$ cat src/rtl/rsa_pkg.sv
// Shared definitions for the RSA parameter controller: FSM encoding, error codes
// and the default wait budget for the external arithmetic units.
package rsa_pkg;

  localparam int TIMEOUT_CYC_DEFAULT = 1024;

  typedef enum logic [2:0] {
    ST_IDLE     = 3'd0,
    ST_CHECK    = 3'd1,
    ST_LCM_RST  = 3'd2,
    ST_LCM_WAIT = 3'd3,
    ST_GCD_RST  = 3'd4,
    ST_GCD_WAIT = 3'd5,
    ST_DONE     = 3'd6
  } state_t;

  localparam logic [1:0] ERR_OK      = 2'd0;
  localparam logic [1:0] ERR_OPERAND = 2'd1;
  localparam logic [1:0] ERR_OVF     = 2'd2;
  localparam logic [1:0] ERR_TIMEOUT = 2'd3;

  // Primes and the public exponent must all be at least 2 to be meaningful.
  function automatic logic operand_invalid(input logic [31:0] a,
                                           input logic [31:0] b,
                                           input logic [31:0] c);
    return (a < 32'd2) || (b < 32'd2) || (c < 32'd2);
  endfunction

endpackage

$ cat src/rtl/unit_launch.sv
// Pulse-and-wait handshake for one external arithmetic unit: holds the unit in
// reset outside its wait window, masks the first wait cycle, and bounds the wait.
module unit_launch
  import rsa_pkg::*;
#(
  parameter int TIMEOUT_CYC = TIMEOUT_CYC_DEFAULT
) (
  input  logic clk,
  input  logic rst_n,
  input  logic waiting,
  input  logic ready_n,
  output logic unit_rst_n,
  output logic ready_hit,
  output logic timed_out
);

  localparam int CW = $clog2(TIMEOUT_CYC + 1);
  localparam logic [CW-1:0] LAST_CYC = CW'(TIMEOUT_CYC - 1);

  logic [CW-1:0] cnt_reg;
  logic          first_cycle;

  always_ff @(posedge clk) begin
    if (!rst_n) begin
      cnt_reg <= '0;
    end else if (waiting) begin
      cnt_reg <= cnt_reg + 1'b1;
    end else begin
      cnt_reg <= '0;
    end
  end

  // The unit is still coming out of reset in the first wait cycle, so its
  // ready flag is not trusted there.
  assign first_cycle = (cnt_reg == '0);
  assign unit_rst_n  = waiting;
  assign ready_hit   = waiting && !first_cycle && !ready_n;
  // A ready arriving on the last allowed cycle beats the timeout.
  assign timed_out   = waiting && (cnt_reg == LAST_CYC) && !ready_hit;

endmodule

$ cat src/rtl/rsa_param_ctrl.sv
// Sequences an external LCM unit then GCD unit to derive lambda = lcm(p-1, q-1)
// and check that e is coprime to it.
module rsa_param_ctrl
  import rsa_pkg::*;
#(
  parameter int TIMEOUT_CYC = TIMEOUT_CYC_DEFAULT
) (
  input  logic        clk,
  input  logic        rst_n,
  input  logic        start,
  input  logic [31:0] p,
  input  logic [31:0] q,
  input  logic [31:0] e,
  output logic        busy,
  output logic        done,
  output logic        key_ok,
  output logic [1:0]  err_code,
  output logic [31:0] lambda,
  output logic [31:0] lcm_a,
  output logic [31:0] lcm_b,
  output logic        lcm_rst_n,
  input  logic [63:0] lcm_result,
  input  logic        lcm_ready_n,
  output logic [31:0] gcd_a,
  output logic [31:0] gcd_b,
  output logic        gcd_rst_n,
  input  logic [31:0] gcd_result,
  input  logic        gcd_ready_n
);

  state_t      state_reg, state_next;
  logic [31:0] p_reg, q_reg, e_reg;
  logic [31:0] lcm_a_reg, lcm_b_reg, gcd_a_reg, gcd_b_reg;
  logic [31:0] lambda_reg;
  logic [1:0]  err_reg;
  logic        key_reg;

  logic lcm_wait, lcm_hit, lcm_to;
  logic gcd_wait, gcd_hit, gcd_to;
  logic bad_operand, lcm_ovf;

  assign lcm_wait    = (state_reg == ST_LCM_WAIT);
  assign gcd_wait    = (state_reg == ST_GCD_WAIT);
  assign bad_operand = operand_invalid(p_reg, q_reg, e_reg);
  assign lcm_ovf     = (lcm_result[63:32] != 32'd0);

  unit_launch #(.TIMEOUT_CYC(TIMEOUT_CYC)) u_lcm_launch (
    .clk        (clk),
    .rst_n      (rst_n),
    .waiting    (lcm_wait),
    .ready_n    (lcm_ready_n),
    .unit_rst_n (lcm_rst_n),
    .ready_hit  (lcm_hit),
    .timed_out  (lcm_to)
  );

  unit_launch #(.TIMEOUT_CYC(TIMEOUT_CYC)) u_gcd_launch (
    .clk        (clk),
    .rst_n      (rst_n),
    .waiting    (gcd_wait),
    .ready_n    (gcd_ready_n),
    .unit_rst_n (gcd_rst_n),
    .ready_hit  (gcd_hit),
    .timed_out  (gcd_to)
  );

  always_ff @(posedge clk) begin
    if (!rst_n) begin
      state_reg <= ST_IDLE;
    end else begin
      state_reg <= state_next;
    end
  end

  always_comb begin
    state_next = state_reg;
    unique case (state_reg)
      ST_IDLE: begin
        if (start) state_next = ST_CHECK;
      end
      ST_CHECK: begin
        state_next = bad_operand ? ST_DONE : ST_LCM_RST;
      end
      ST_LCM_RST: begin
        state_next = ST_LCM_WAIT;
      end
      ST_LCM_WAIT: begin
        if (lcm_hit) begin
          state_next = lcm_ovf ? ST_DONE : ST_GCD_RST;
        end else if (lcm_to) begin
          state_next = ST_DONE;
        end
      end
      ST_GCD_RST: begin
        state_next = ST_GCD_WAIT;
      end
      ST_GCD_WAIT: begin
        if (gcd_hit || gcd_to) state_next = ST_DONE;
      end
      ST_DONE: begin
        state_next = ST_IDLE;
      end
      default: begin
        state_next = ST_IDLE;
      end
    endcase
  end

  // Result registers are cleared on an accepted start and otherwise only
  // written at the decision point of each state, so they hold after done.
  always_ff @(posedge clk) begin
    if (!rst_n) begin
      p_reg      <= '0;
      q_reg      <= '0;
      e_reg      <= '0;
      lcm_a_reg  <= '0;
      lcm_b_reg  <= '0;
      gcd_a_reg  <= '0;
      gcd_b_reg  <= '0;
      lambda_reg <= '0;
      err_reg    <= ERR_OK;
      key_reg    <= 1'b0;
    end else begin
      unique case (state_reg)
        ST_IDLE: begin
          if (start) begin
            p_reg      <= p;
            q_reg      <= q;
            e_reg      <= e;
            lcm_a_reg  <= p - 32'd1;
            lcm_b_reg  <= q - 32'd1;
            gcd_a_reg  <= '0;
            gcd_b_reg  <= '0;
            lambda_reg <= '0;
            err_reg    <= ERR_OK;
            key_reg    <= 1'b0;
          end
        end
        ST_CHECK: begin
          if (bad_operand) err_reg <= ERR_OPERAND;
        end
        ST_LCM_WAIT: begin
          if (lcm_hit) begin
            lambda_reg <= lcm_result[31:0];
            gcd_a_reg  <= e_reg;
            gcd_b_reg  <= lcm_result[31:0];
            if (lcm_ovf) err_reg <= ERR_OVF;
          end else if (lcm_to) begin
            err_reg <= ERR_TIMEOUT;
          end
        end
        ST_GCD_WAIT: begin
          if (gcd_hit) begin
            key_reg <= (gcd_result == 32'd1);
          end else if (gcd_to) begin
            err_reg <= ERR_TIMEOUT;
          end
        end
        default: begin
        end
      endcase
    end
  end

  assign busy     = (state_reg != ST_IDLE) && (state_reg != ST_DONE);
  assign done     = (state_reg == ST_DONE);
  assign key_ok   = key_reg;
  assign err_code = err_reg;
  assign lambda   = lambda_reg;
  assign lcm_a    = lcm_a_reg;
  assign lcm_b    = lcm_b_reg;
  assign gcd_a    = gcd_a_reg;
  assign gcd_b    = gcd_b_reg;

endmodule

$ cat config.mk
export PLATFORM = sky130hd
export DESIGN_NAME = rsa_param_ctrl
export DESIGN_NICKNAME = d
export VERILOG_FILES = /design/src/rtl/rsa_pkg.sv /design/src/rtl/unit_launch.sv /design/src/rtl/rsa_param_ctrl.sv
export SDC_FILE = /design/constraint.sdc
export NUM_CORES = 1
export LEC_CHECK = 0
export BUFFER_PORTS_ARGS = -buffer_cell sky130_fd_sc_hd__buf_2
export CORE_UTILIZATION = 55
export CTS_BUF_LIST = sky130_fd_sc_hd__clkbuf_4
export CTS_CLUSTER_DIAMETER = 30
export DETAILED_ROUTE_END_ITERATION = 7
export GPL_TIMING_DRIVEN = 0
export PLACE_DENSITY_LB_ADDON = 0.12
export SYNTH_ARGS = -nofsm -noshare
export SYNTH_HDL_FRONTEND = slang
export SYNTH_HIERARCHICAL = 1
export SYNTH_SLANG_ARGS = --single-unit
$ cat constraint.sdc
create_clock -name clk -period 5.5 [get_ports clk]
set_clock_uncertainty 0.1 [all_clocks]
set_input_delay 1.1 -clock clk [delete_from_list [all_inputs] [get_ports clk]]
set_output_delay 1.1 -clock clk [all_outputs]
set_load 0.03 [all_outputs]
==> reports/qor.csv <==
stage,metric,value,unit
status,status,"complete, no violations",
clock_tree,post_cts_buffers,0,
die,ioPinCount,364,
sta,maxSlewHeadroom,29.5,%
final_layout,area_growth,27.8,%
clock_tree,cts_max_path_buffers,3,
grt,grt_max_degree,16,
sta,final-hold-violation-count,0,
sta,tightest_slew,1060,ps
clock_tree,clk_latency,660,ps
clock_tree,cts_max_level,3,
placement,placed_area,12800,um^2
final_layout,instances_no_fill,2076,
logic_synthesis,ys_warn_count,6,
sta,setup_viol,0,
logic_synthesis,yosysSeqAreaShare,47.0,%
logic_synthesis,syn_area,10700,um^2
placement,port_buffers,363,
hold_path,hold_path_class,flip-flop to flip-flop,
placement,dpl.hpwl,25.0,mm
sta,fmax,250,MHz
die,die_area,19900,um^2
placement,placed_cells,1954,
die,rows,50,
grt,grt_pass1_vias,10500,
logic_synthesis,syn_area_per_cell,8.00,um^2
logic_synthesis,ys.flop_type,dfxtp_1,
die,core,18800,um^2
logic_synthesis,synth_edf_count,0,
clock_tree,cts_resized,0,
clock_tree,ctsRootBufferMaster,clkbuf_4,
route,wl_per_cell,16.0,um
route,postRouteAntennaNets,0,
sta,min_period,4010,ps
logic_synthesis,ys_ff_latch,250,
worst_setup_path,critPathMaxFanout,15,
route,drc,0,
pwr,p_leak,0.00564,uW
sta,fin_tns_setup,0,ps
pwr,peakVddDrop,313,uV
grt,grt_usage,32.6,%
grt,grt_first_pass_wirelength,51.2,mm
worst_setup_path,cp.required,5960,ps
die,start_util,56.6,%
pwr,p_per_area,386,nW/um^2
die,die_y,141,um
die,die_w,141,um
worst_setup_path,worstPathArrival,4470,ps
placement,place_congestion,0.923,
final_layout,final_layout_size_suffix_gt1_share,28.7,%
route,vias,11300,
final_layout,fin_area,13600,um^2
worst_setup_path,crit_type,flip-flop to flip-flop,
clock_tree,cts_tree,done,
logic_synthesis,synth_cells,1331,
grt,gr-total-overflow,0,
route,drtIter0Drc,664,
logic_synthesis,synth_nets,1534,
clock_tree,cts.sinks,250,
job,max-cap-violations,0,
route,dr.pass1.iters,5,
worst_setup_path,start_kind,flip-flop,
sta,slew_violations,0,
logic_synthesis,synth_cell_types,52,
pwr,finalPower,5260,uW
sta,layout_worst_path_cycle_share,72.8,%
route,drt-total-wl,33.3,mm
sta,worst_slack,1490,ps
logic_synthesis,async_reset_ff_share,0,%
placement,place_ws,1560,ps
clock_tree,clkTransAtPathRegs,70,ps
sta,rsz0062_at_grt,false,
final_layout,fillers,1582,
clock_tree,ctsHoldBuffers,0,
clock_tree,cts_buffers,68,
grt,antenna_found_initial,11,
worst_setup_path,end_kind,flip-flop,
final_layout,nets,1967,
route,viasPerCell,5.44,
-- area by class of cell --
cell class	instances	area, um^2	area share, %
Sequential cell	250	5000	36.8
Multi-Input combinational cell	940	4970	36.5
Timing Repair Buffer	363	1820	13.3
Clock buffer	91	683	5.02
Buffer	123	613	4.50
Tap cell	260	325	2.39
Clock inverter	21	114	0.836
Inverter	18	67.6	0.496
Antenna cell	10	25.0	0.184
-- placed cells by master (no fill, tap or decap), drive strengths merged, types with 2 or more instances in the layout --
master	count
buf	406
nand2	268
dfxtp	250
a21oi	205
clkbuf	171
nand3	87
nor2	70
nor4	57
xnor2	45
o21ai	44
a211oi	27
nor3	23
inv	20
clkinv	17
xor2	16
or4	15
or3	13
nand4	12
diode	10
o31ai	8
a311oi	6
ha	6
and3	5
or2	4
mux2i	3
nor4b	3
a31oi	2
nand3b	2
nand2b	2
o211ai	2
a2111oi	2
-- layer usage --
layer  part of all wire [%]  global-route usage, %  vias up
met4                    4.1                   17.5        2
met3                    7.8                   8.32       78
met1                     40                   38.2     5212
met2                     48                   54.8      491
li1                       -                      -     5506
met5                  0.039                      0        -
-- final timing paths --
path	cells after the start	startpoint	slack [ps]	end
max	11	state_reg[0]	1490	gcd_a[1]
min	2	gcd_a[10]	350	gcd_a[10]
max reg2reg	11	state_reg[0]	1490	gcd_a[1]
min reg2reg	2	gcd_a[10]	350	gcd_a[10]
-- synth_stat cells (all sizes together), types with 2 or more instances --
master / number / area (um^2)
a2111oi: 2 / 17.5
a211oi: 27 / 203
a21oi: 205 / 1030
a311oi: 6 / 52.6
a31oi: 2 / 12.5
and3: 5 / 31.3
buf: 43 / 313
clkbuf: 80 / 300
dfxtp: 250 / 5000
ha: 6 / 75.1
inv: 18 / 67.6
mux2i: 3 / 30.0
nand2: 268 / 1010
nand2b: 2 / 12.5
nand3: 87 / 440
nand3b: 2 / 15.0
nand4: 12 / 81.3
nor2: 70 / 263
nor3: 23 / 120
nor4: 57 / 384
nor4b: 3 / 26.3
o211ai: 2 / 15.0
o21ai: 44 / 220
o31ai: 8 / 60.1
or2: 4 / 25.0
or3: 13 / 83.8
or4: 15 / 124
xnor2: 45 / 394
xor2: 16 / 140
-- through the flow --
step	hold WS [ps]	utilization [%]
floorplan	336	-
global placement	337	68.0
detailed placement	340	68.0
CTS	348	72.2
global route	370	72.3
finish	349	72.3
-- kinds of logic (layout without fill, tap and decap cells) --
kind of cell	count (synthesis)	count (layout)	synth area share (%)
simple gates	567	567	25.0
compound gates	302	302	15.5
flops	250	250	47.0
buf+inv	141	616	6.39
xor+xnor	61	61	5.01
fa+ha+maj	6	6	0.705
mux	4	4	0.388
other cells	0	10	0
-- critical path: stages (launching register included) --
cell,delay [ps]
dfxtp_1,310
clkbuf_1,300
and3_1,200
clkbuf_1,180
clkbuf_1,510
inv_1,150
a311oi_1,770
a21o_1,190
clkbuf_1,470
clkbuf_1,420
nand3_1,150
a21oi_1,170
-- power breakdown --
| group | switching, uW | internal [uW] |
|---|---|---|
| logic | 1060 | 436 |
| registers | 141 | 2050 |
| clock network | 757 | 815 |
| total | 1950 | 3300 |
Power figures use the tool's default switching activity.
